File: config.mk
export PLATFORM = sky130hd
export DESIGN_NAME = vga_timing_640_480_flat
export DESIGN_NICKNAME = d
export VERILOG_FILES = /design/src/rtl/vga_timing_640_480_if.sv /design/src/rtl/vga_timing_640_480.sv /design/src/flat_wrapper.sv
export SDC_FILE = /design/constraint.sdc
export NUM_CORES = 1
export LEC_CHECK = 0
export ABC_CLOCK_PERIOD_IN_PS = 3100
export CORE_AREA = 2 2 62 64
export CTS_CLUSTER_SIZE = 30
export DETAILED_ROUTE_END_ITERATION = 8
export DIE_AREA = 0 0 64 66
export DONT_BUFFER_PORTS = 1
export GPL_ROUTABILITY_DRIVEN = 0
export GPL_TIMING_DRIVEN = 0
export PLACE_DENSITY = 0.77
export SYNTH_ARGS = -nofsm -noshare
export SYNTH_HDL_FRONTEND = slang
export SYNTH_SLANG_ARGS = --single-unit
File: constraint.sdc
create_clock -name clk -period 3.1 [get_ports clk]
set_clock_uncertainty 0.1 [all_clocks]
set_input_delay 0.62 -clock clk [delete_from_list [all_inputs] [get_ports clk]]
set_output_delay 0.62 -clock clk [all_outputs]
set_load 0.1 [all_outputs]
File: src/rtl/vga_timing_640_480_if.sv
// Pixel-tick input and raster outputs of the 640x480 timing generator.
// The timing generator takes the master side; the colour stage takes the slave side.
interface vga_timing_640_480_if;
  logic       i_px_clk;
  logic [9:0] o_hidx;
  logic [8:0] o_vidx;
  logic       o_haddr_enb;
  logic       o_vaddr_enb;
  logic       o_vga_hsync;
  logic       o_vga_vsync;
  logic       o_frame_start;

  modport master (
    input  i_px_clk,
    output o_hidx,
    output o_vidx,
    output o_haddr_enb,
    output o_vaddr_enb,
    output o_vga_hsync,
    output o_vga_vsync,
    output o_frame_start
  );

  modport slave (
    output i_px_clk,
    input  o_hidx,
    input  o_vidx,
    input  o_haddr_enb,
    input  o_vaddr_enb,
    input  o_vga_hsync,
    input  o_vga_vsync,
    input  o_frame_start
  );
endinterface

File: src/rtl/vga_timing_640_480.sv
// Raster timing generator: pixel/line counters advanced by a pixel-tick enable.
// Outputs are registered from the next counter value, so they always describe the current position.
module vga_timing_640_480 #(
  parameter int H_VISIBLE = 640,
  parameter int H_FRONT   = 16,
  parameter int H_SYNC    = 96,
  parameter int H_BACK    = 48,
  parameter int V_VISIBLE = 480,
  parameter int V_FRONT   = 10,
  parameter int V_SYNC    = 2,
  parameter int V_BACK    = 33
) (
  input  logic                   clk,
  input  logic                   i_rst_n,
  input  logic                   i_sclr,
  vga_timing_640_480_if.master   vif
);

  localparam int H_TOTAL = H_VISIBLE + H_FRONT + H_SYNC + H_BACK;
  localparam int V_TOTAL = V_VISIBLE + V_FRONT + V_SYNC + V_BACK;

  localparam logic [9:0] H_LAST     = 10'(H_TOTAL - 1);
  localparam logic [9:0] V_LAST     = 10'(V_TOTAL - 1);
  localparam logic [9:0] H_VIS      = 10'(H_VISIBLE);
  localparam logic [9:0] V_VIS      = 10'(V_VISIBLE);
  localparam logic [9:0] H_SYNC_BEG = 10'(H_VISIBLE + H_FRONT);
  localparam logic [9:0] H_SYNC_END = 10'(H_VISIBLE + H_FRONT + H_SYNC);
  localparam logic [9:0] V_SYNC_BEG = 10'(V_VISIBLE + V_FRONT);
  localparam logic [9:0] V_SYNC_END = 10'(V_VISIBLE + V_FRONT + V_SYNC);

  function automatic logic in_span(input logic [9:0] cnt,
                                   input logic [9:0] lo,
                                   input logic [9:0] hi);
    return (cnt >= lo) && (cnt < hi);
  endfunction

  function automatic logic [9:0] h_index(input logic [9:0] cnt);
    return (cnt < H_VIS) ? cnt : 10'd0;
  endfunction

  function automatic logic [8:0] v_index(input logic [9:0] cnt);
    return (cnt < V_VIS) ? cnt[8:0] : 9'd0;
  endfunction

  logic [9:0] hcnt;
  logic [9:0] vcnt;
  logic [9:0] hcnt_nxt;
  logic [9:0] vcnt_nxt;
  logic       wrap_nxt;

  logic [9:0] hidx_q;
  logic [8:0] vidx_q;
  logic       haddr_enb_q;
  logic       vaddr_enb_q;
  logic       hsync_q;
  logic       vsync_q;
  logic       frame_start_q;

  always_comb begin
    hcnt_nxt = hcnt;
    vcnt_nxt = vcnt;
    wrap_nxt = 1'b0;
    if (vif.i_px_clk) begin
      if (hcnt == H_LAST) begin
        hcnt_nxt = 10'd0;
        if (vcnt == V_LAST) begin
          vcnt_nxt = 10'd0;
          wrap_nxt = 1'b1;
        end else begin
          vcnt_nxt = vcnt + 10'd1;
        end
      end else begin
        hcnt_nxt = hcnt + 10'd1;
      end
    end
  end

  // Counter and output register stage; a clear lands on the reset position and suppresses the frame pulse.
  always_ff @(posedge clk or negedge i_rst_n) begin
    if (!i_rst_n) begin
      hcnt          <= 10'd0;
      vcnt          <= 10'd0;
      hidx_q        <= 10'd0;
      vidx_q        <= 9'd0;
      haddr_enb_q   <= 1'b1;
      vaddr_enb_q   <= 1'b1;
      hsync_q       <= 1'b1;
      vsync_q       <= 1'b1;
      frame_start_q <= 1'b0;
    end else if (i_sclr) begin
      hcnt          <= 10'd0;
      vcnt          <= 10'd0;
      hidx_q        <= 10'd0;
      vidx_q        <= 9'd0;
      haddr_enb_q   <= 1'b1;
      vaddr_enb_q   <= 1'b1;
      hsync_q       <= 1'b1;
      vsync_q       <= 1'b1;
      frame_start_q <= 1'b0;
    end else begin
      hcnt          <= hcnt_nxt;
      vcnt          <= vcnt_nxt;
      hidx_q        <= h_index(hcnt_nxt);
      vidx_q        <= v_index(vcnt_nxt);
      haddr_enb_q   <= (hcnt_nxt < H_VIS);
      vaddr_enb_q   <= (vcnt_nxt < V_VIS);
      hsync_q       <= ~in_span(hcnt_nxt, H_SYNC_BEG, H_SYNC_END);
      vsync_q       <= ~in_span(vcnt_nxt, V_SYNC_BEG, V_SYNC_END);
      frame_start_q <= wrap_nxt;
    end
  end

  assign vif.o_hidx        = hidx_q;
  assign vif.o_vidx        = vidx_q;
  assign vif.o_haddr_enb   = haddr_enb_q;
  assign vif.o_vaddr_enb   = vaddr_enb_q;
  assign vif.o_vga_hsync   = hsync_q;
  assign vif.o_vga_vsync   = vsync_q;
  assign vif.o_frame_start = frame_start_q;

endmodule

File: src/flat_wrapper.sv
// flat-port wrapper written by rule: the top's interface ports become plain ports
module vga_timing_640_480_flat 
#(
  parameter int H_VISIBLE = 640,
  parameter int H_FRONT   = 16,
  parameter int H_SYNC    = 96,
  parameter int H_BACK    = 48,
  parameter int V_VISIBLE = 480,
  parameter int V_FRONT   = 10,
  parameter int V_SYNC    = 2,
  parameter int V_BACK    = 33
)
  (clk, i_rst_n, i_sclr, vif_i_px_clk, vif_o_hidx, vif_o_vidx, vif_o_haddr_enb, vif_o_vaddr_enb, vif_o_vga_hsync, vif_o_vga_vsync, vif_o_frame_start);
  vga_timing_640_480_if vif_i ();
  input  logic clk;
  input  logic i_rst_n;
  input  logic i_sclr;
  input wire logic [$bits(vif_i.i_px_clk)-1:0] vif_i_px_clk;
  output wire logic [$bits(vif_i.o_hidx)-1:0] vif_o_hidx;
  output wire logic [$bits(vif_i.o_vidx)-1:0] vif_o_vidx;
  output wire logic [$bits(vif_i.o_haddr_enb)-1:0] vif_o_haddr_enb;
  output wire logic [$bits(vif_i.o_vaddr_enb)-1:0] vif_o_vaddr_enb;
  output wire logic [$bits(vif_i.o_vga_hsync)-1:0] vif_o_vga_hsync;
  output wire logic [$bits(vif_i.o_vga_vsync)-1:0] vif_o_vga_vsync;
  output wire logic [$bits(vif_i.o_frame_start)-1:0] vif_o_frame_start;
  assign vif_i.i_px_clk = vif_i_px_clk;
  assign vif_o_hidx = vif_i.o_hidx;
  assign vif_o_vidx = vif_i.o_vidx;
  assign vif_o_haddr_enb = vif_i.o_haddr_enb;
  assign vif_o_vaddr_enb = vif_i.o_vaddr_enb;
  assign vif_o_vga_hsync = vif_i.o_vga_hsync;
  assign vif_o_vga_vsync = vif_i.o_vga_vsync;
  assign vif_o_frame_start = vif_i.o_frame_start;
  vga_timing_640_480 #(.H_VISIBLE(H_VISIBLE), .H_FRONT(H_FRONT), .H_SYNC(H_SYNC), .H_BACK(H_BACK), .V_VISIBLE(V_VISIBLE), .V_FRONT(V_FRONT), .V_SYNC(V_SYNC), .V_BACK(V_BACK)) u_core (.clk(clk), .i_rst_n(i_rst_n), .i_sclr(i_sclr), .vif(vif_i));
endmodule
==> results.yml <==
layout:
  drive_above_1_share_pct: 13.3
  fin_util_pct: 63.7
  nets: 217
  diodes: 0
  regArea_um2: 1110
  multiInputGateArea_um2: 938
  fillCellCount: 268
  syn_to_final_growth_pct: 7.24
floorplanning:
  core_um2: 3550
  ioPinCount: 28
  die_area_um2: 4220
  rows: 22
  die_w_um: 64
  die_h_um: 66
  start_util_pct: 59.4
hold_path:
  whs_path_depth: 2
  min_to: "u_core.hcnt[0]$_DFF_PN0_"
  hold_start: "u_core.hcnt[0]$_DFF_PN0_"
  min_path_type: "register to register"
power:
  p_leak_nw: 0.984
  power_frac_clock_pct: 30.6
  power_switching_mw: 0.249
  p_sw_share_pct: 26.0
  p_int_mw: 0.707
  peakVddDrop_v: 0.000212
  comb_power_share_pct: 4.9
  p_seq_share_pct: 64.5
  powerDensity_nw_per_um2: 423
setup_path:
  worst-path-buf-inv: 0
  crit_arrival_ns: 2.63
  cp_cell_sequence: "ha_1 -> nand3_1 -> nor3_4 -> a41oi_1 -> a31oi_2 -> nor3_1"
  critical_path_class: "register to register"
  crit_family: "simple AND/OR/NAND/NOR gates"
  cpPeakStageDelay_ns: 0.53
  regToRegSetupSlack_ns: 0.60
  cp-startpoint: "u_core.hcnt[0]$_DFF_PN0_"
  crit_path_start_kind: "register"
  worstPathRequired_ns: 3.23
  rr_worst_depth: 6
  regToRegStartpoint: "u_core.hcnt[0]$_DFF_PN0_"
  reg2reg_to: "u_core.vif.o_vidx[1]$_DFF_PN0_"
  cp_slowest_cell: "a31oi_2"
  cp_max_fo: 10
  crit_path_end_kind: "register"
clocking:
  post_cts_resize_count: 0
  cts_tree: "yes"
  cts_buffers: 5
  cts.sinks: 44
  holdBufCountCts: 1
  postCtsSetupBuffers: 0
  htree_levels: 2
  clockRootBuffer: "clkbuf_4"
  clk_pin_slew_ns: 0.13
  cts_max_path_buffers: 2
  worstSkewPairLatency_ns: 0.35
drt:
  drc: 0
  finalWirelength_um: 4390
  wl_per_cell_um: 16.9
  ant_nets: 0
  vias: 1667
  vias_per_cell: 6.44
  drt-initial-drc-count: 136
  firstDrtPassIters: 7
global_routing:
  grt_max_degree: 45
  antenna_found_initial: 0
  grt_pass1_vias: 1593
  grt_pass1_wl_um: 7380
  grt_usage_pct: 22.8
  grt_overflow_total: 0
sta:
  setup_viol: 0
  drv_slew: 0
  fmax_mhz: 399
  finalCritPeriodShare_pct: 80.8
  tns_ns: 0
  tightest_slew_ns: 0.882
  period_minus_slack_ns: 2.50
  finalHoldViolations: 0
  rsz0062_at_grt: "no"
  slew_headroom_pct: 41.3
synth:
  synth_edf_count: 0
  synth-seq-area-share_pct: 52.4
  ys_async_sr_fraction_pct: 100
  synth_area_um2: 2110
  yosysMostFrequentCell: "dfrtp_1"
  synth_common_cells: "dfrtp_1, nor2_1, nor3_1"
  synth-seq-cells: 44
  yosysTopAreaCellShare_pct: 47.4
  ys_types: 48
  synth_nets: 208
  synth_top_cell_by_area: "dfrtp_1"
  syn_inst: 201
  synthTopCellsByArea: "dfrtp_1, dfstp_2, nor3_1, nor2_1, nor4_2"
  avgSynthCellArea_um2: 10.5
  yosys_warnings: 0
  synthFlopType: "dfrtp_1"
placement:
  hpwlAfterDp_um: 3030
  port_buffers: 0
flow_run:
  cap_violations: 0
outcome:
  status: "finished, final reports clean"
registers in the layout (all words and copies together) (netlist names):
name / flops
u_core.hcnt: 10
u_core.vif.o_vidx: 9
u_core.vif.o_frame_start: 1
u_core.vif.o_vga_hsync: 1
u_core.vif.o_vaddr_enb: 1
u_core.vif.o_vga_vsync: 1
u_core.vif.o_haddr_enb: 1
u_core.vcnt: 10
u_core.vif.o_hidx: 10
power groups by stage:
stage	registers [mW]	clock network [mW]	logic, mW
floorplan	0.626	0	0.0248
global placement	0.627	0	0.0308
detailed placement	0.628	0	0.0323
CTS	0.617	0.296	0.0462
global route	0.619	0.321	0.0529
finish	0.617	0.292	0.0469
worst max path at each step:
stage / to / slack [ns] / cells past startpoint
floorplan: u_core.vif.o_vidx[1]$_DFF_PN0_ / 0.66 / 6
global placement: u_core.vif.o_vidx[1]$_DFF_PN0_ / 0.31 / 6
detailed placement: u_core.vif.o_vidx[1]$_DFF_PN0_ / 0.30 / 6
CTS: u_core.vif.o_vidx[1]$_DFF_PN0_ / 0.60 / 6
global route: u_core.vif.o_vidx[8]$_DFF_PN0_ / 0.34 / 7
finish: u_core.vif.o_vidx[1]$_DFF_PN0_ / 0.60 / 6
cell families (layout without fill, tap and decap cells):
| group | count (synthesis) | after routing | synth area share, % |
|---|---|---|---|
| AO/OA/AOI/OAI | 29 | 29 | 10.3 |
| XOR/XNOR | 8 | 8 | 3.32 |
| adder cells (fa/ha/maj) | 3 | 3 | 1.78 |
| buffers and inverters | 15 | 25 | 3.08 |
| flip-flops | 44 | 44 | 52.4 |
| multiplexers | 2 | 2 | 0.949 |
| AND/OR/NAND/NOR | 100 | 100 | 28.2 |
per-stage QoR:
| stage | instance area [um^2] | std cells | hold slack, ns | total power [mW] | setup slack, ns |
|---|---|---|---|---|---|
| 6_report | 2260 | 259 | 0.515 | 0.956 | 0.595 |
| 5_1_grt | 2260 | 259 | 0.563 | 0.992 | 0.341 |
| 4_1_cts | 2250 | 258 | 0.00257 | 0.959 | 0.600 |
| 3_5_place_dp | 2170 | 249 | 0.225 | 0.660 | 0.298 |
| 3_3_place_gp | 2170 | 249 | 0.225 | 0.658 | 0.309 |
| 2_1_floorplan | 2110 | 201 | 0.224 | 0.651 | 0.660 |
worst reg2reg max path: cells and delay by family (launching register included):
family / cells / cell delay [ns]
adders and majority gates: 1 / 0.24
DFF: 1 / 0.41
and+or+nand+nor: 3 / 0.88
AOI/OAI and AO/OA: 2 / 0.76
layout make-up:
| class | count | share of cell area (%) |
|---|---|---|
| Buffer | 9 | 1.88 |
| Clock buffer | 7 | 2.43 |
| Clock inverter | 1 | 0.332 |
| Inverter | 6 | 0.996 |
| Multi-Input combinational cell | 142 | 41.5 |
| Sequential cell | 44 | 48.9 |
| Tap cell | 48 | 2.65 |
| Timing Repair Buffer | 2 | 1.33 |
cells in the final DEF (no fill, tap or decap), drive strengths merged, types with 2 or more instances in the layout:
master / Yosys / layout
o41ai: 2 / 2
nor4: 11 / 11
dfrtp: 40 / 40
ha: 3 / 3
nor2b: 7 / 7
a31o: 2 / 2
buf: 2 / 3
clkbuf: 7 / 14
nor2: 20 / 20
o21ai: 5 / 5
nand3: 7 / 7
o31ai: 2 / 2
nor4b: 2 / 2
a41oi: 2 / 2
a31oi: 3 / 3
nor3: 18 / 18
inv: 6 / 6
a22oi: 2 / 2
nand4: 9 / 9
xor2: 4 / 4
and3: 6 / 6
xnor2: 4 / 4
dfstp: 4 / 4
mux2i: 2 / 2
or4: 3 / 3
nand2: 9 / 9
a211oi: 2 / 2
a21oi: 5 / 5
routing by layer:
metal / global-route usage [%] / routed length [um]
met1: 30.8 / 1980
met2: 35.0 / 2100
met3: 4.94 / 255
met4: 10.9 / 48
met5: 0 / 0
Power figures use the tool's default switching activity.
